File: config.mk
export PLATFORM = sky130hd
export DESIGN_NAME = smi_tx_ctrl
export DESIGN_NICKNAME = d
export VERILOG_FILES = /design/src/rtl/smi_tx_ctrl.sv
export SDC_FILE = /design/constraint.sdc
export NUM_CORES = 1
export LEC_CHECK = 0
export BUFFER_PORTS_ARGS = -buffer_cell sky130_fd_sc_hd__buf_2
export CAP_MARGIN = 30
export CORE_MARGIN = 10
export CORE_UTILIZATION = 40
export CTS_BUF_LIST = sky130_fd_sc_hd__clkbuf_8 sky130_fd_sc_hd__clkbuf_16
export DETAILED_ROUTE_END_ITERATION = 8
export PLACE_DENSITY = 0.66
export SLEW_MARGIN = 20
export SYNTH_ARGS = -nofsm -noshare
export SYNTH_HDL_FRONTEND = slang
export SYNTH_SLANG_ARGS = --single-unit
File: constraint.sdc
create_clock -name i_sys_clk -period 2.45 [get_ports i_sys_clk]
set_clock_uncertainty 0.2 [all_clocks]
set_input_delay 0.735 -clock i_sys_clk [delete_from_list [all_inputs] [get_ports i_sys_clk]]
set_output_delay 0.735 -clock i_sys_clk [all_outputs]
set_load 0.01 [all_outputs]
File: src/rtl/smi_tx_ctrl.sv
// Purpose : SMI write-side controller; packs four strobed host bytes into one TX word for the 0.9/2.4 GHz FIFO.
// Latency : push pulses the cycle after the 4th synchronised strobe rise registers (about 4 clocks after the raw edge).
// Backpress: o_smi_write_req drops when the addressed FIFO is full; a word that still meets a full FIFO is dropped and flagged.
//
// Ports
//   i_sys_clk, i_reset_n            : only clock; synchronous active-low reset
//   i_ioc, i_data_in, o_data_out    : IOC register index, write data, registered read data
//   i_cs, i_fetch_cmd, i_load_cmd   : IOC select, read strobe, write strobe
//   o_fifo_09_push, o_fifo_24_push  : single-cycle push into the selected TX FIFO
//   o_fifo_pushed_data              : 32-bit word for either push (shared bus)
//   i_fifo_09_full, i_fifo_24_full  : TX FIFO full flags
//   i_smi_a, i_smi_swe_srw          : SMI address (bit 2 = channel) and asynchronous write strobe
//   i_smi_data_in                   : SMI write byte, stable while the strobe is high
//   o_smi_write_req                 : addressed channel can accept data
//
// IOC map: 0x00 version, 0x01 status {4'b0, busy, frame_err, ovf_24, ovf_09},
//          0x02 ctrl {7'b0, enable}; writing bit 1 of ctrl clears the sticky flags.

module smi_tx_ctrl #(
    parameter int          TIMEOUT_CYCLES = 1024,
    parameter logic [7:0]  MODULE_VERSION = 8'h01
) (
    input  logic        i_sys_clk,
    input  logic        i_reset_n,
    input  logic [4:0]  i_ioc,
    input  logic [7:0]  i_data_in,
    output logic [7:0]  o_data_out,
    input  logic        i_cs,
    input  logic        i_fetch_cmd,
    input  logic        i_load_cmd,
    output logic        o_fifo_09_push,
    output logic        o_fifo_24_push,
    output logic [31:0] o_fifo_pushed_data,
    input  logic        i_fifo_09_full,
    input  logic        i_fifo_24_full,
    input  logic [2:0]  i_smi_a,
    input  logic        i_smi_swe_srw,
    input  logic [7:0]  i_smi_data_in,
    output logic        o_smi_write_req
);

    localparam int TO_W = $clog2(TIMEOUT_CYCLES) + 1;
    localparam logic [TO_W-1:0] TO_LAST = TO_W'(TIMEOUT_CYCLES - 1);

    localparam logic [4:0] IOC_VERSION = 5'h00;
    localparam logic [4:0] IOC_STATUS  = 5'h01;
    localparam logic [4:0] IOC_CTRL    = 5'h02;

    typedef enum logic [1:0] {
        ST_IDLE    = 2'd0,
        ST_COLLECT = 2'd1,
        ST_PUSH    = 2'd2
    } state_t;

    state_t            state;
    logic [2:0]        swe_sync;      // [0] first stage, [2] last stage
    logic [1:0]        byte_cnt;
    logic [23:0]       word_q;        // bytes already received, oldest in the upper bits
    logic              chan_q;        // 0 = 0.9 GHz, 1 = 2.4 GHz; latched at byte0
    logic [TO_W-1:0]   to_cnt;
    logic              enable_q;
    logic              ovf_09;
    logic              ovf_24;
    logic              frame_err;

    logic              rise;
    logic              ctrl_wr;
    logic              flag_clr;
    logic              sel_full;
    logic              chan_full;

    // Address bits [1:0] and the upper ctrl bits carry no meaning here.
    logic              unused_inputs;
    assign unused_inputs = ^{i_smi_a[1:0], i_data_in[7:2]};

    assign rise      = swe_sync[1] & ~swe_sync[2];
    assign ctrl_wr   = i_cs & i_load_cmd & (i_ioc == IOC_CTRL);
    assign flag_clr  = ctrl_wr & i_data_in[1];
    assign sel_full  = i_smi_a[2] ? i_fifo_24_full : i_fifo_09_full;
    assign chan_full = chan_q ? i_fifo_24_full : i_fifo_09_full;

    assign o_smi_write_req = i_reset_n & enable_q & ~sel_full;

    always_ff @(posedge i_sys_clk) begin
        if (!i_reset_n) begin
            state              <= ST_IDLE;
            swe_sync           <= 3'b000;
            byte_cnt           <= 2'd0;
            word_q             <= 24'h0;
            chan_q             <= 1'b0;
            to_cnt             <= '0;
            enable_q           <= 1'b0;
            ovf_09             <= 1'b0;
            ovf_24             <= 1'b0;
            frame_err          <= 1'b0;
            o_fifo_09_push     <= 1'b0;
            o_fifo_24_push     <= 1'b0;
            o_fifo_pushed_data <= 32'h0;
            o_data_out         <= 8'h0;
        end else begin
            swe_sync       <= {swe_sync[1:0], i_smi_swe_srw};
            o_fifo_09_push <= 1'b0;
            o_fifo_24_push <= 1'b0;

            case (state)
                ST_IDLE: begin
                    to_cnt <= '0;
                    if (enable_q && rise) begin
                        word_q   <= {16'h0, i_smi_data_in};
                        chan_q   <= i_smi_a[2];
                        byte_cnt <= 2'd1;
                        state    <= ST_COLLECT;
                    end
                end

                ST_COLLECT: begin
                    if (!enable_q) begin
                        // Host disabled the link: quietly abandon the partial word.
                        state    <= ST_IDLE;
                        byte_cnt <= 2'd0;
                        to_cnt   <= '0;
                    end else if (rise) begin
                        to_cnt <= '0;
                        if (i_smi_a[2] != chan_q) begin
                            // Mid-word channel switch: restart with this byte as byte0.
                            frame_err <= 1'b1;
                            word_q    <= {16'h0, i_smi_data_in};
                            chan_q    <= i_smi_a[2];
                            byte_cnt  <= 2'd1;
                        end else if (byte_cnt == 2'd3) begin
                            state    <= ST_PUSH;
                            byte_cnt <= 2'd0;
                            if (chan_full) begin
                                if (chan_q) ovf_24 <= 1'b1;
                                else        ovf_09 <= 1'b1;
                            end else begin
                                o_fifo_pushed_data <= {word_q, i_smi_data_in};
                                if (chan_q) o_fifo_24_push <= 1'b1;
                                else        o_fifo_09_push <= 1'b1;
                            end
                        end else begin
                            word_q   <= {word_q[15:0], i_smi_data_in};
                            byte_cnt <= byte_cnt + 2'd1;
                        end
                    end else if (to_cnt == TO_LAST) begin
                        frame_err <= 1'b1;
                        state     <= ST_IDLE;
                        byte_cnt  <= 2'd0;
                        to_cnt    <= '0;
                    end else if (to_cnt != '1) begin
                        to_cnt <= to_cnt + 1'b1;
                    end
                end

                ST_PUSH: begin
                    // The push pulse is live during this cycle; strobe spacing
                    // guarantees no rise lands here.
                    state  <= ST_IDLE;
                    to_cnt <= '0;
                end

                default: begin
                    state    <= ST_IDLE;
                    byte_cnt <= 2'd0;
                end
            endcase

            if (ctrl_wr) begin
                enable_q <= i_data_in[0];
            end

            // Placed after the FSM so the clear overrides any same-cycle set.
            if (flag_clr) begin
                ovf_09    <= 1'b0;
                ovf_24    <= 1'b0;
                frame_err <= 1'b0;
            end

            if (i_cs && i_fetch_cmd) begin
                case (i_ioc)
                    IOC_VERSION: o_data_out <= MODULE_VERSION;
                    IOC_STATUS:  o_data_out <= {4'b0, (state != ST_IDLE), frame_err, ovf_24, ovf_09};
                    IOC_CTRL:    o_data_out <= {7'b0, enable_q};
                    default:     o_data_out <= o_data_out;
                endcase
            end
        end
    end

endmodule
=== Yosys cells after proc, flatten, opt, wreduce, memory -nomap -nowiden ===
Cells that the tools add are included.

* Add/sub/neg operators: 2
* Eq/ne operators: 18
* Muxes and demuxes: 36
* Bitwise operators: 17
* Reduce and logical (&&, ||, !) cells: 22

{| class="wikitable"
|+ Operator list
! cell !! count
|-
| $mux W24 || 5
|-
| $pmux W24 S2 || 1
|-
| $mux W11 || 4
|-
| $pmux W8 S3 || 1
|-
| $pmux W11 S2 || 1
|-
| $mux W2 || 10
|-
| $reduce_and A7 Y1 || 2
|-
| $ne A4 B4 Y1 const B || 3
|-
| $add A11 B1 Y11 const B || 1
|-
| $eq A11 B10 Y1 const B || 1
|-
| $mux W1 || 11
|-
| $ne A11 B11 Y1 const B || 1
|-
| $not A1 Y1 || 11
|-
| $reduce_and A5 Y1 || 2
|-
| $ne A2 B2 Y1 const B || 4
|-
| $reduce_and A4 Y1 || 2
|-
| $reduce_bool A2 Y1 || 4
|-
| $reduce_or A7 Y1 || 1
|-
| $and A1 B1 Y1 || 6
|-
| $pmux W2 S3 || 1
|-
| $reduce_and A6 Y1 || 1
|-
| $eq A5 B1 Y1 const B || 1
|-
| $eq A5 B2 Y1 const B || 1
|-
| $logic_not A5 Y1 || 1
|-
| other kinds (15) || 19
|}

* Flip-flop bits (word level): 89
* Input bits: 32
* Output and inout bits: 43
* Word-level logic and storage cells: 109

=== Longest topological paths before layout ===
* Word-level depth: 6
* Mapped depth: 10
* Mapped depth without buffers: 7

=== Worst setup path after synthesis ===
OpenSTA, ideal clock, no wires.

* Kind: input to register
* Start point: input i_smi_a[2]
* End point: register state[0]
* Setup time: 0.115 ns
* Arrival time: 2.036 ns
* Required time: 2.135 ns
* Setup slack: 0.099 ns
* Cell stages on the path: 9
* Cell sequence: inv_1 > ha_1 > nor3b_2 > buf_4 > nand2_2 > and2_1 > buf_6 > buf_6 > o21a_1

* Longest elaborated chain between the ends: 3

{| class="wikitable"
|+ Ends and longest elaborated chain
! element !! RTL line !! source
|-
| start, declared || 36 || <nowiki>input logic [2:0] i_smi_a,</nowiki>
|-
| $ne A1 B1 Y1 || 124 || <nowiki>if (i_smi_a[2] != chan_q) begin</nowiki>
|-
| $ne A4 B4 Y1 (no line) || -- ||
|-
| $reduce_and A4 Y1 (no line) || -- ||
|-
| end signal, assigned || 119 || <nowiki>state <= ST_IDLE;</nowiki>
|-
| end signal, assigned || 131 || <nowiki>state <= ST_PUSH;</nowiki>
|-
| end signal, assigned || 147 || <nowiki>state <= ST_IDLE;</nowiki>
|-
| end, declared || 55 || <nowiki>state_t state;</nowiki>
|}

Every way passes these cells.
A chain may end at the register's enable or synchronous reset.

=== Worst setup path after layout ===
* Start point: input i_smi_a[2]
* End point: output o_smi_write_req

* Longest elaborated chain between the ends: 3

{| class="wikitable"
|+ Ends and longest elaborated chain
! element !! RTL line !! source
|-
| $mux W1 || 79 || <nowiki>assign sel_full = i_smi_a[2] ? i_fifo_24_full : i_fifo_09_full;</nowiki>
|-
| $not A1 Y1 || 82 || <nowiki>assign o_smi_write_req = i_reset_n & enable_q & ~sel_full;</nowiki>
|-
| $and A1 B1 Y1 || 82 ||
|-
| end, declared || 39 || <nowiki>output logic o_smi_write_req</nowiki>
|}

Every way passes these cells.

==> impl_summary.txt <==
----------------------------------------------------
[Logic synthesis]
  Warning count from the yosys run ... 0
  Cell taking the most area after synthesis ... sky130_fd_sc_hd__dfxtp_1
  Share of synthesized cell area in and, or, nand and nor gates ... 0.250
  Most used standard cell by instance count after synthesis ... sky130_fd_sc_hd__nand2_1
  Top cells by count, synth ... 113 x sky130_fd_sc_hd__nand2_1, 85 x sky130_fd_sc_hd__dfxtp_1, 47 x sky130_fd_sc_hd__a21boi_1, 22 x sky130_fd_sc_hd__nand3_1, 14 x sky130_fd_sc_hd__o21ai_0
  Adder and majority gate portion of the synthesized area ... 0.0139
  Number of instances in the synthesized netlist ... between 400 and 500
  Sequential fraction of the synthesis area ... 0.472
  Most frequently used flop master after synthesis ... sky130_fd_sc_hd__dfxtp_1
  Leading cell types by total area after synthesis ... sky130_fd_sc_hd__dfxtp_1 47%, sky130_fd_sc_hd__nand2_1 12%, sky130_fd_sc_hd__a21boi_1 9.8%
  Syn avg cell area ... approximately 8.6 sq um
  Distinct cell type count after synthesis ... 44
  Number of synthesized flops with an enable pin ... 0
  Area share of the leading cell type in the synthesized netlist ... 0.472
  FFs w/ async S/R, synth ... 0
  Cell area after technology mapping ... 3600 sq um
  Portion of netlist area occupied by mux cells ... 0.0142
  Parity-gate share of the synthesized area counting xor and xnor cells ... 0.00243
  Area fraction in compound gates after synthesis ... 0.188
  Total of flip-flops plus latches after synthesis ... 85
  Combinational family with the most area after synthesis ... simple AND/OR/NAND/NOR gates

[Routing]
  Top routing layer used ... met4
  DR vias ... approximately 3,000
  Routed len/inst ... about 14 microns
  Detailed-router iteration count before antenna repair ... 4
  Met1 WL ... 3.44 mm
  Routed via count divided by cell count ... about 5
  Number of DRC violations after detailed-routing iteration 0 ... 106
  Number of nets with antenna violations after routing ... 0
  Met3 routed WL ... approximately 500 microns
  Wire length on met2 ... 4.02 mm
  Total wire length ... between 8 and 9 mm
  DRC violation count after routing ... 0

[Critical path]
  CP startpoint ... i_smi_a[2]
  Worst setup EP type ... output pin
  Terminus of the critical flop-to-flop path ... o_fifo_pushed_data[6]$_SDFFE_PN0P_
  Element type at the critical path start ... primary input
  Crit path DAT ... approximately 1.4 ns
  Worst Setup EP ... o_smi_write_req
  Worst-case reg-to-reg path depth ... 8
  Critical-path maximum fanout ... 2
  Worst Path Required ... between 1.5 and 2 ns
  Setup Crit Path Kind ... in -> out
  Reg-to-reg startpoint ... chan_q$_SDFFE_PN0P_
  Setup slack of the worst register-to-register path ... around 0.36 ns

[Timing]
  RSZ-0062 raised after global routing ... no
  Hold Fails Final Rpt ... 0
  Hold Worst Slack ... 0.237 ns
  Final period util ... 0.938
  Final worst path period need ... about 2.3 ns
  FMAX ... between 400 and 500 MHz
  Setup violations, final ... 0
  Slew Limit Fails ... 0
  Total Negative Setup Slacks ... 0 ns

[CTS]
  Clk_lat worst skew ... roughly 0.35 ns
  CTS tree ... built
  Post-cts hold buffer count ... 0
  H-tree levels ... 3
  Root Driver ... sky130_fd_sc_hd__clkbuf_8
  Clock Sink Count ... 85
  Clock-pin slew on the worst setup and hold paths ... ~0.08 ns
  Number of post-CTS setup repair buffers ... 0
  Clock buffer depth ... 2
  Post-cts resize count ... 0
  Number of clock buffers inserted by TritonCTS ... 9

[Global routing]
  Vias in the first global route ... ~3,000
  Number of antenna violations at the first check in global routing ... 0
  Remaining global-route overflow ... 0
  First-pass GRT wire length ... 13.3 mm
  Largest net degree at the start of global routing ... 49
  Global routing usage summed across all routing layers ... 0.122

[Floorplan]
  Floorplan die width ... 115 microns
  Standard-cell rows ... 34
  Overall die height ... 115 microns
  Total die area ... between 10,000 and 15,000 sq um
  Initial Util ... 0.411
  Ports placed on the boundary ... between 70 and 80
  Core area ... between 8000 and 9000 sq um

[Pwr]
  Fraction of power consumed by combinational cells ... 0.028
  Power density over the cells ... roughly 630 nW/um^2
  Maximum VDD drop ... approximately 0.34 mV
  Switch share ... 0.201
  Clk pwr share ... 0.452
  Net Switching ... between 0.0005 and 0.0006 W
  Sequential Power Share ... 0.521
  Leakage power summed over all cells ... 1.72 nW
  Int Pwr ... 0.00212 W

[Finish]
  Final core utilization ... 0.485
  Fill cells ... slightly below 900
  Proportion of layout cells with a drive suffix above 1 ... 0.199
  Number of antenna repair diodes ... 0
  Synthesis-to-layout area growth ... 18.0%
  NumNets Final ... roughly 500
  Finished Layout Cells ... 590

[Place]
  # placed instances ... 574
  HPWL after detailed placement ... between 5 and 6 mm
  Port bufs ... 62
  Placer Congestion ... 0.775

[Job]
  Max-capacitance violation count ... 0

[Min path]
  Hold WC Path Type ... reg -> reg

[Outcome]
  Result of the run ... complete, no violations

----------------------------------------------------
==> how the worst min path moves through the flow <==
stage / startpoint / to / cells after the start
2_1_floorplan: swe_sync[0]$_SDFF_PN0_ / swe_sync[1]$_SDFF_PN0_ / 1
3_5_place_dp: swe_sync[0]$_SDFF_PN0_ / swe_sync[1]$_SDFF_PN0_ / 1
4_1_cts: swe_sync[0]$_SDFF_PN0_ / swe_sync[1]$_SDFF_PN0_ / 1
3_3_place_gp: swe_sync[0]$_SDFF_PN0_ / swe_sync[1]$_SDFF_PN0_ / 1
6_report: swe_sync[0]$_SDFF_PN0_ / swe_sync[1]$_SDFF_PN0_ / 1
5_1_grt: swe_sync[0]$_SDFF_PN0_ / swe_sync[1]$_SDFF_PN0_ / 1
==> layout make-up <==
class                   instances  area [sq um]  area share
flip-flops and latches         85          1700       0.400
multi-input cells             301          1700       0.400
inverters                       5          18.8     0.00442
repair buffers                 75           445       0.105
well taps                     108           135      0.0318
clock inverters                 6           110      0.0259
clock buffers                  10           138      0.0324
==> layer usage <==
metal,track usage,vias to the layer above
li1,-,1527
met4,0.0479,0
met5,0,-
met3,0.0396,11
met1,0.137,1391
met2,0.208,64
==> cell usage in the layout, fill, tap and decap left out, types with 4 or more instances in the layout <==
cell | netlist | routed
sky130_fd_sc_hd__and2_1 | 11 | 11
sky130_fd_sc_hd__nor2b_1 | 6 | 6
sky130_fd_sc_hd__and3_1 | 7 | 7
sky130_fd_sc_hd__inv_1 | 5 | 6
sky130_fd_sc_hd__dfxtp_1 | 85 | 85
sky130_fd_sc_hd__buf_2 | 7 | 62
sky130_fd_sc_hd__nand3_1 | 22 | 22
sky130_fd_sc_hd__ha_1 | 4 | 4
sky130_fd_sc_hd__a21oi_1 | 9 | 9
sky130_fd_sc_hd__nand4_1 | 10 | 10
sky130_fd_sc_hd__clkbuf_8 | 0 | 10
sky130_fd_sc_hd__nor2_1 | 7 | 7
sky130_fd_sc_hd__a21boi_0 | 9 | 9
sky130_fd_sc_hd__buf_4 | 7 | 10
sky130_fd_sc_hd__mux2i_1 | 4 | 4
sky130_fd_sc_hd__nand2_1 | 113 | 113
sky130_fd_sc_hd__a21boi_1 | 47 | 47
sky130_fd_sc_hd__conb_1 | 1 | 4
sky130_fd_sc_hd__o21ai_0 | 14 | 14
==> logic make-up (layout without fill, tap and decap cells) <==
family,count (synthesis),count (layout)
simple gates,192,192
mux,5,5
buf+inv,35,96
other cells,1,4
xor+xnor,1,1
compound gates,95,95
flops,85,85
fa+ha+maj,4,4
==> power groups by stage <==
stage | Sequential (W) | Clock, W | Combinational [W]
5_1_grt | 0.00138 | 0.00129 | 0.0000818
2_1_floorplan | 0.00142 | 0 | 0.0000444
6_report | 0.00138 | 0.00120 | 0.0000737
3_5_place_dp | 0.00142 | 0 | 0.0000740
3_3_place_gp | 0.00142 | 0 | 0.0000729
4_1_cts | 0.00138 | 0.00123 | 0.0000744
==> flip-flops by register name, indices dropped and copies added (netlist names) <==
| signal | count |
|---|---|
| byte_cnt | 2 |
| chan_q | 1 |
| enable_q | 1 |
| frame_err | 1 |
| o_data_out | 4 |
| o_fifo_09_push | 1 |
| o_fifo_24_push | 1 |
| o_fifo_pushed_data | 32 |
| ovf_09 | 1 |
| ovf_24 | 1 |
| state | 2 |
| swe_sync | 3 |
| to_cnt | 11 |
| word_q | 24 |
==> worst max-delay path, cell delays in order <==
cell and delay, ns:
sky130_fd_sc_hd__buf_2 0.10, sky130_fd_sc_hd__buf_4 0.13, sky130_fd_sc_hd__mux2i_1 0.10, sky130_fd_sc_hd__and3_1 0.16
sky130_fd_sc_hd__buf_2 0.13
==> metrics by stage <==
step | total power, W | setup WS, ns | instance area (sq um)
finish | 0.00266 | 0.152 | 4250
global route | 0.00275 | 0.137 | 4250
CTS | 0.00269 | 0.146 | 4250
detailed placement | 0.00149 | -0.0694 | 4000
global placement | 0.00149 | -0.0301 | 4000
floorplan | 0.00146 | 0.0991 | 3610
(Power assumes the default switching activity.)
